[src/rtl/eig_core_sched.sv]
`default_nettype none
// +----------------------------------------------------------------------------+
// | Module      : eig_core_sched                                               |
// | Description : Round-robin scheduler sharing one eig_core between N_REQ     |
// |               requesters. Latches the winner's operands, pulses the core,  |
// |               supervises its busy handshake with a timeout and returns a   |
// |               tagged, registered response.                                 |
// | Revision    : 1.0 - initial release                                        |
// +----------------------------------------------------------------------------+
module eig_core_sched #(
  parameter int N_REQ = 4,     // number of requesters, 2..8
  parameter int W     = 32,    // operand/result width (two's complement)
  parameter int TMO   = 1023   // max cycles per wait phase before abort, >=2
) (
  input  logic                     clk,
  input  logic                     rst_n,
  input  logic                     ena,
  // requester side
  input  logic [N_REQ-1:0]         req_valid,
  input  logic [N_REQ*W-1:0]       req_a0,
  input  logic [N_REQ*W-1:0]       req_a1,
  output logic [N_REQ-1:0]         req_ready,
  // eig_core side
  output logic                     core_data_rdy,
  output logic [W-1:0]             core_a0,
  output logic [W-1:0]             core_a1,
  input  logic                     core_busy,
  input  logic [W-1:0]             core_kappa,
  input  logic [W-1:0]             core_inv_kappa,
  input  logic [2:0]               core_regime,
  // response side
  output logic                     rsp_valid,
  input  logic                     rsp_ready,
  output logic [$clog2(N_REQ)-1:0] rsp_id,
  output logic [W-1:0]             rsp_kappa,
  output logic [W-1:0]             rsp_inv_kappa,
  output logic [2:0]               rsp_regime,
  output logic                     rsp_timeout
);

  localparam int ID_W  = $clog2(N_REQ);
  localparam int CNT_W = $clog2(TMO + 1);

  localparam logic [ID_W:0]    C_N_REQ   = (ID_W + 1)'(N_REQ);
  localparam logic [ID_W-1:0]  C_LAST_ID = ID_W'(N_REQ - 1);
  localparam logic [CNT_W-1:0] C_TMO     = CNT_W'(TMO);

  localparam logic [2:0] S_IDLE      = 3'd0;
  localparam logic [2:0] S_GRANT     = 3'd1;
  localparam logic [2:0] S_LAUNCH    = 3'd2;
  localparam logic [2:0] S_WAIT_ACK  = 3'd3;
  localparam logic [2:0] S_WAIT_DONE = 3'd4;
  localparam logic [2:0] S_RESP      = 3'd5;

  logic [2:0]       r_state;
  logic [2:0]       w_next_state;
  logic [ID_W-1:0]  r_rr_ptr;
  logic [ID_W-1:0]  r_id;
  logic [CNT_W-1:0] r_cnt;

  logic [W-1:0]     r_core_a0;
  logic [W-1:0]     r_core_a1;
  logic [ID_W-1:0]  r_rsp_id;
  logic [W-1:0]     r_rsp_kappa;
  logic [W-1:0]     r_rsp_inv_kappa;
  logic [2:0]       r_rsp_regime;
  logic             r_rsp_timeout;

  logic             w_gnt_found;
  logic [ID_W-1:0]  w_gnt_id;
  logic [ID_W:0]    w_idx_ext;
  logic             w_cnt_max;
  logic             w_grant;
  logic             w_done_ok;
  logic             w_tmo;

  // Phase counter has reached its limit; the current wait phase gives up on this edge.
  assign w_cnt_max = (r_cnt == C_TMO);
  assign w_grant   = (r_state == S_GRANT) && w_gnt_found;
  assign w_done_ok = (r_state == S_WAIT_DONE) && !core_busy;
  assign w_tmo     = w_cnt_max &&
                     (((r_state == S_WAIT_ACK) && !core_busy) ||
                      ((r_state == S_WAIT_DONE) && core_busy));

  // Round-robin search: first valid channel at or after r_rr_ptr, wrapping at N_REQ.
  always_comb begin
    w_gnt_found = 1'b0;
    w_gnt_id    = '0;
    w_idx_ext   = '0;
    for (int k = 0; k < N_REQ; k++) begin
      w_idx_ext = {1'b0, r_rr_ptr} + (ID_W + 1)'(k);
      if (w_idx_ext >= C_N_REQ) begin
        w_idx_ext = w_idx_ext - C_N_REQ;
      end
      if (!w_gnt_found && req_valid[w_idx_ext[ID_W-1:0]]) begin
        w_gnt_found = 1'b1;
        w_gnt_id    = w_idx_ext[ID_W-1:0];
      end
    end
  end

  // State register; ena=0 freezes the sequencer in place.
  always_ff @(posedge clk or negedge rst_n) begin
    if (!rst_n) begin
      r_state <= S_IDLE;
    end else if (ena) begin
      r_state <= w_next_state;
    end
  end

  // Next-state decode; only one request is ever in flight.
  always_comb begin
    w_next_state = r_state;
    case (r_state)
      S_IDLE: begin
        if (|req_valid) w_next_state = S_GRANT;
      end
      S_GRANT: begin
        // a requester that withdrew before the grant edge leaves nothing to serve
        w_next_state = w_gnt_found ? S_LAUNCH : S_IDLE;
      end
      S_LAUNCH: begin
        w_next_state = S_WAIT_ACK;
      end
      S_WAIT_ACK: begin
        if (core_busy)      w_next_state = S_WAIT_DONE;
        else if (w_cnt_max) w_next_state = S_RESP;
      end
      S_WAIT_DONE: begin
        if (!core_busy || w_cnt_max) w_next_state = S_RESP;
      end
      S_RESP: begin
        if (rsp_ready) w_next_state = S_IDLE;
      end
      default: begin
        w_next_state = S_IDLE;
      end
    endcase
  end

  // Handshake strobes; qualified by ena so a frozen block neither accepts, starts nor
  // hands off anything, which delays a pending start pulse instead of stretching it.
  always_comb begin
    req_ready     = '0;
    core_data_rdy = 1'b0;
    rsp_valid     = 1'b0;
    if (ena) begin
      case (r_state)
        S_GRANT:  if (w_gnt_found) req_ready[w_gnt_id] = 1'b1;
        S_LAUNCH: core_data_rdy = 1'b1;
        S_RESP:   rsp_valid = 1'b1;
        default:  ;
      endcase
    end
  end

  // Grant bookkeeping: latch winner's operands and id, advance the round-robin pointer.
  always_ff @(posedge clk or negedge rst_n) begin
    if (!rst_n) begin
      r_core_a0 <= '0;
      r_core_a1 <= '0;
      r_id      <= '0;
      r_rr_ptr  <= '0;
    end else if (ena && w_grant) begin
      r_core_a0 <= req_a0[int'(w_gnt_id)*W +: W];
      r_core_a1 <= req_a1[int'(w_gnt_id)*W +: W];
      r_id      <= w_gnt_id;
      r_rr_ptr  <= (w_gnt_id == C_LAST_ID) ? '0 : w_gnt_id + 1'b1;
    end
  end

  // Per-phase cycle counter, restarted on entry to each wait phase.
  always_ff @(posedge clk or negedge rst_n) begin
    if (!rst_n) begin
      r_cnt <= '0;
    end else if (ena) begin
      case (r_state)
        S_LAUNCH:    r_cnt <= '0;
        S_WAIT_ACK:  r_cnt <= core_busy ? '0 : r_cnt + 1'b1;
        S_WAIT_DONE: r_cnt <= r_cnt + 1'b1;
        default:     r_cnt <= r_cnt;
      endcase
    end
  end

  // Response capture: core results on completion, zeroed fields on timeout; held otherwise.
  always_ff @(posedge clk or negedge rst_n) begin
    if (!rst_n) begin
      r_rsp_id        <= '0;
      r_rsp_kappa     <= '0;
      r_rsp_inv_kappa <= '0;
      r_rsp_regime    <= '0;
      r_rsp_timeout   <= 1'b0;
    end else if (ena) begin
      if (w_done_ok) begin
        r_rsp_id        <= r_id;
        r_rsp_kappa     <= core_kappa;
        r_rsp_inv_kappa <= core_inv_kappa;
        r_rsp_regime    <= core_regime;
        r_rsp_timeout   <= 1'b0;
      end else if (w_tmo) begin
        r_rsp_id        <= r_id;
        r_rsp_kappa     <= '0;
        r_rsp_inv_kappa <= '0;
        r_rsp_regime    <= '0;
        r_rsp_timeout   <= 1'b1;
      end
    end
  end

  assign core_a0       = r_core_a0;
  assign core_a1       = r_core_a1;
  assign rsp_id        = r_rsp_id;
  assign rsp_kappa     = r_rsp_kappa;
  assign rsp_inv_kappa = r_rsp_inv_kappa;
  assign rsp_regime    = r_rsp_regime;
  assign rsp_timeout   = r_rsp_timeout;

endmodule
`default_nettype wire
[config.mk]
export PLATFORM = sky130hd
export DESIGN_NAME = eig_core_sched
export DESIGN_NICKNAME = d
export VERILOG_FILES = /design/src/rtl/eig_core_sched.sv
export SDC_FILE = /design/constraint.sdc
export NUM_CORES = 1
export LEC_CHECK = 0
export BUFFER_PORTS_ARGS = -buffer_cell sky130_fd_sc_hd__buf_2
export CORE_AREA = 2 2 182 184
export CTS_CLUSTER_SIZE = 40
export DETAILED_ROUTE_END_ITERATION = 12
export DIE_AREA = 0 0 184 186
export GPL_ROUTABILITY_DRIVEN = 0
export PLACE_DENSITY_LB_ADDON = 0.2
export SLEW_MARGIN = 20
export SYNTH_ARGS = -nofsm -noshare
export SYNTH_HDL_FRONTEND = slang
export SYNTH_SLANG_ARGS = --single-unit
[constraint.sdc]
create_clock -name clk -period 1.8 [get_ports clk]
set_input_delay 0.36 -clock clk [delete_from_list [all_inputs] [get_ports clk]]
set_output_delay 0.36 -clock clk [all_outputs]
set_load 0.05 [all_outputs]
== Yosys cells after proc, flatten, opt, wreduce, memory -nomap -nowiden ==
Cells that the tools add are included.

* Shift operators: 2
* Mux-type cells: 48
* Equal/unequal tests: 11
* Reductions and logical operators: 23
* Order comparisons: 10
* Add/subtract/negate cells: 9

{| class="wikitable"
|+ Operator list
! kind !! number
|-
| $shiftx 128x8->32 || 2
|-
| $mux 32 || 3
|-
| $pmux 10 s3 || 1
|-
| $mux 2 || 12
|-
| $mux 3 || 7
|-
| $pmux 3 s6 || 1
|-
| $lt 2x3->1 const B || 5
|-
| $mux 1 || 15
|-
| $mux 4 || 3
|-
| $add 10x1->10 const B || 1
|-
| $eq 10x10->1 const B || 1
|-
| $logic_and 1x1->1 || 10
|-
| $mux 10 || 1
|-
| $ge 3x3->1 const B || 3
|-
| $bmux 1 s2 || 4
|-
| $sub 2x1->2 const B || 4
|-
| $add 2x2->3 const B || 2
|-
| $eq 3x2->1 const B || 2
|-
| $eq 3x3->1 const B || 2
|-
| $reduce_and 5->1 || 1
|-
| $logic_not 1->1 || 4
|-
| $ne 2x2->1 const B || 2
|-
| $reduce_and 2->1 || 2
|-
| $reduce_or 4->1 || 1
|-
| 13 further kinds || 14
|}

* Bits of input ports: 332
* Register bits: 151
* Word-level logic and storage cells: 114

== Depth between registers and ports, before layout ==
* Depth in word-level cells: 21
* Depth in mapped cells: 8
* Mapped depth without buffers: 6

== Worst setup path before layout ==
OpenSTA, ideal clock, no wires.

* Path kind: reg-to-output
* Start point: register r_state[0]
* End point: output req_ready[2]
* Arrival time: 2.168 ns
* Data required time: 1.440 ns
* Slack: -0.728 ns
* Stages on the path, launching flop included: 9
* Path through: dfrtp_1 > buf_2 > nand2_1 > or2_1 > nor3_2 > buf_2 > buf_4 > nand2_1 > nor2_1

* Longest elaborated chain between the ends: 3

{| class="wikitable"
|+ RTL lines
! what !! line !! RTL
|-
| start: declaration || 55 || <nowiki>logic [2:0] r_state;</nowiki>
|-
| start signal: assignment || 107 || <nowiki>r_state <= w_next_state;</nowiki>
|-
| $eq 3x1->1 || 148 || <nowiki>case (r_state)</nowiki>
|-
| $mux 4 || 148 ||
|-
| $mux 4 || 147 || <nowiki>if (ena) begin</nowiki>
|-
| end: declaration || 22 || <nowiki>output logic [N_REQ-1:0] req_ready,</nowiki>
|}

Every way passes these cells.

== Worst setup path in the final report ==
* Start point: register r_rr_ptr[0]
* End point: register r_core_a0[18], in the netlist core_a0[18]

* Longest elaborated chain between the ends: 16
* Elaborated cells on any way between the ends: 40

{| class="wikitable"
|+ RTL lines
! what !! line !! RTL
|-
| start: declaration || 57 || <nowiki>logic [ID_W-1:0] r_rr_ptr;</nowiki>
|-
| start signal: assignment || 168 || <nowiki>r_rr_ptr <= (w_gnt_id == C_LAST_ID) ? '0 : w_gnt_id + 1'b1;</nowiki>
|-
| branches (longest 16 deep; another with $add 2x1->3) || -- ||
|-
| end signal: assignment || 165 || <nowiki>r_core_a0 <= req_a0[int'(w_gnt_id)*W +: W];</nowiki>
|-
| end: declaration || 61 || <nowiki>logic [W-1:0] r_core_a0;</nowiki>
|}

Several ways; the timed one is not identified. The select of a mux whose other input is x is not followed.
A chain may end at the register's enable or synchronous reset.

==> qor.yml <==
outcome:
  violations: "negative setup slack"
  outcome: "finished, violations left"
placed_design:
  port_buffers: 471
  place_hpwl_um: 21410
  placed_cells: 1375
  place_area_um2: 10620
sta:
  relSlewSlack: 0.6914
  finalMaxSlewViolations: 0
  hold_viol: 0
  skew_ns: 0.008132
  rsz0062_at_grt: "true"
  period_share: 1.323
  max_freq_mhz: 420.1
  holdWs_ns: 0.1329
  setup_viol: 136
  setup_ws_ns: -0.5807
  post-route-min-period_ns: 2.381
  tightest_slew_ns: 0.4586
setup_path:
  arrival_ns: 2.71
  r2r-start: "r_rr_ptr[0]"
  end_kind: "register"
  rr_worst_depth: 10
  startpoint_type: "register"
  path_max_fanout: 8
  crit_path_cell_trace: "nor2b_4 -> nor2b_4 -> o211ai_4 -> buf_12 -> buf_4 -> buf_8 -> buf_8 -> buf_12 -> mux4_2 -> mux2_4"
  reg2reg_slack_ns: -0.58
  cp_data_required_time_ns: 2.13
  max_stage_delay_ns: 0.53
  crit_type: "register to register"
  r2r-end: "core_a0[18]"
  cp_slowest_cell: "mux4_2"
grt:
  track_usage: 0.1574
  grt_max_degree: 52
  grt_pass1_wl_um: 39630
  first_global_vias: 6817
  grt_overflow: 0
  antenna_found_initial: 4
power_and_ir_drop:
  cellLeakagePower_nw: 5.954
  peakVddDrop_mv: 0.7296
  finalPower_mw: 22.71
  powerDensity_nw_per_um2: 1871
synthesis:
  syn_area_um2: 7336
  async_reset_ff_frac: 1.000
  synth_top_area_frac: 0.5151
  synth_cell_type_count: 41
  syn_nets: 820
  synth_common_cells: "dfrtp_1 (151), a22o_1 (68), mux2_2 (66), mux4_2 (64), buf_2 (16)"
  seq_area_frac_synth: 0.5151
  synth.avg_cell_area_um2: 15.09
  yosysMostFrequentCell: "dfrtp_1"
  synthCells: 486
  synth_edf_count: 0
  yosys.area.top_type: "dfrtp_1"
  synth-main-ff-cell: "dfrtp_1"
  synth-seq-cells: 151
  synth_area_leaders: "dfrtp_1 (52%), mux4_2 (20%), mux2_2 (10%), a22o_1 (8.1%), buf_2 (1.1%)"
  ys.warnings.count: 0
min_path:
  hold_class: "input port to register"
  hold_end: "rsp_inv_kappa[30]"
  worstHoldStart: "core_inv_kappa[30]"
  min_path_cells: 2
clock_network:
  htreeDepth: 4
  cts_made_buffers: 17
  clk_latency_ns: 0.44
  cts_num_sinks: 151
  cts-root-buf: "clkbuf_16"
  path_clk_slew_ns: 0.07
  cts_tree: "yes"
  cts_buffer_depth: 2
route:
  drc: 0
  detail_route.vias_per_cell: 4.557
  routed-via-count: 6622
  antenna_left: 0
  drt_pre_antenna_iters: 4
  initialDrtViolationCount: 215
  wire_per_inst_um: 19.94
  drt-total-wl_um: 28980
final_layout:
  final_cell_area_um2: 12140
  area_delta_synth_final_pct: 65.50
  nets: 1363
  regArea_um2: 3781
  multi_input_area_um2: 3608
  fillCellCount: 3202
  instances_no_fill: 1453
  drive_above_1_share: 0.7332
die:
  num_rows: 66
  start_util: 0.2278
  core-area_um2: 32210
  dieArea_um2: 34220
  fp.dieW_um: 184
  die_h_um: 186
  ios: 472
flow_run:
  drv_cap: 0
## worst max-delay path, delay by kind of cell (launching register included)
kind,cells,cell delay [ns]
compound gates,1,0.19
simple gates,2,0.20
mux,2,0.81
buf+inv,5,0.61
flops,1,0.45
## layout by cell type (no fill, tap or decap), drive strengths merged
| cell | count |
|---|---|
| o21ai | 10 |
| nor2b | 5 |
| nand4 | 3 |
| o211ai | 1 |
| buf | 552 |
| o31ai | 1 |
| nand2 | 10 |
| mux2 | 67 |
| nor4 | 2 |
| and2 | 3 |
| inv | 13 |
| nand3 | 4 |
| nand2b | 2 |
| a21oi | 10 |
| nor3 | 4 |
| or3 | 4 |
| clkinvlp | 3 |
| nor3b | 1 |
| bufinv | 1 |
| ha | 2 |
| dlygate4sd3 | 1 |
| a31o | 1 |
| dfrtp | 151 |
| o21a | 3 |
| clkinv | 5 |
| or2 | 2 |
| o32a | 1 |
| diode | 3 |
| xor2 | 4 |
| a22oi | 1 |
| mux4 | 64 |
| o22ai | 1 |
| clkbuf | 26 |
| xnor2 | 2 |
| and3 | 1 |
| a22o | 68 |
| nor2 | 12 |
| nor4bb | 1 |
## cell families (layout without fill, tap and decap cells)
group,Yosys count,in the layout,share of synthesized area
other,0,3,0
buffers and inverters,45,601,0.03036
flip-flops,151,151,0.5151
multiplexers,131,131,0.2993
AND/OR/NAND/NOR,54,54,0.03957
adder cells (fa/ha/maj),2,2,0.003411
XOR/XNOR,6,6,0.007164
AO/OA/AOI/OAI,97,97,0.1051
## flip-flops by register name, indices dropped and copies added, names as in the netlist
register / flops
core_a0: 32
core_a1: 32
rsp_inv_kappa: 32
rsp_kappa: 32
r_cnt: 10
r_state: 3
rsp_regime: 3
r_id: 2
r_rr_ptr: 2
rsp_id: 2
rsp_timeout: 1
## final cells by class
class / instances / area share
Clock inverter: 14 / 0.01144
Timing Repair Buffer: 561 / 0.2981
Antenna cell: 3 / 0.0006184
Tap cell: 408 / 0.04205
Sequential cell: 151 / 0.3115
Clock buffer: 18 / 0.03617
Multi-Input combinational cell: 290 / 0.2972
Inverter: 8 / 0.002989
## layer usage
layer	track usage	part of all wire	wire length (µm)	vias to the layer above
li1	-	-	-	3019
met1	0.1723	0.38	11080	3255
met2	0.2788	0.52	14980	316
met3	0.05185	0.080	2321	32
met4	0.06784	0.021	600	0
met5	0	0	0	-
## stage by stage
step / setup TNS [ns] / util / worst slack (ns)
after CTS: -34.92 / 0.3582 / -0.6857
after global routing: -48.11 / 0.3770 / -0.6652
after floorplan: -14.79 / - / -0.2486
after detailed placement: -39.20 / 0.3298 / -0.5963
final: -33.12 / 0.3770 / -0.5807
after global placement: -38.09 / 0.3298 / -0.5412
## power by group
| group | total (mW) | internal, mW | leakage [nW] | switching [mW] |
|---|---|---|---|---|
| Combinational | 13.4 | 5.17 | 3.79 | 8.19 |
| Sequential | 5.79 | 4.90 | 1.88 | 0.890 |
| Clock | 3.56 | 1.97 | 0.282 | 1.59 |
| Total | 22.7 | 12.0 | 5.95 | 10.7 |
## how the worst max path moves through the flow
stage                  from           end  slack (ns)  cells past startpoint
2_1_floorplan  req_valid[1]  req_ready[3]       -0.25                      8
3_3_place_gp   req_valid[2]   core_a0[11]       -0.54                      9
6_report        r_rr_ptr[0]   core_a0[18]       -0.58                     10
5_1_grt         r_rr_ptr[0]  req_ready[3]       -0.67                      8
3_5_place_dp   req_valid[1]    core_a1[6]       -0.60                      6
4_1_cts         r_rr_ptr[0]  req_ready[3]       -0.69                      8
## repair_timing
item                                   CTS  global route
setup buffers                           15            17
endpoints found under the hold margin   29             0
cloned                                   1            13
resized for setup                       37            68
hold buffers                             1             0
pin swaps                                7            53
setup endpoints to repair              139           144
(Power assumes the default switching activity.)
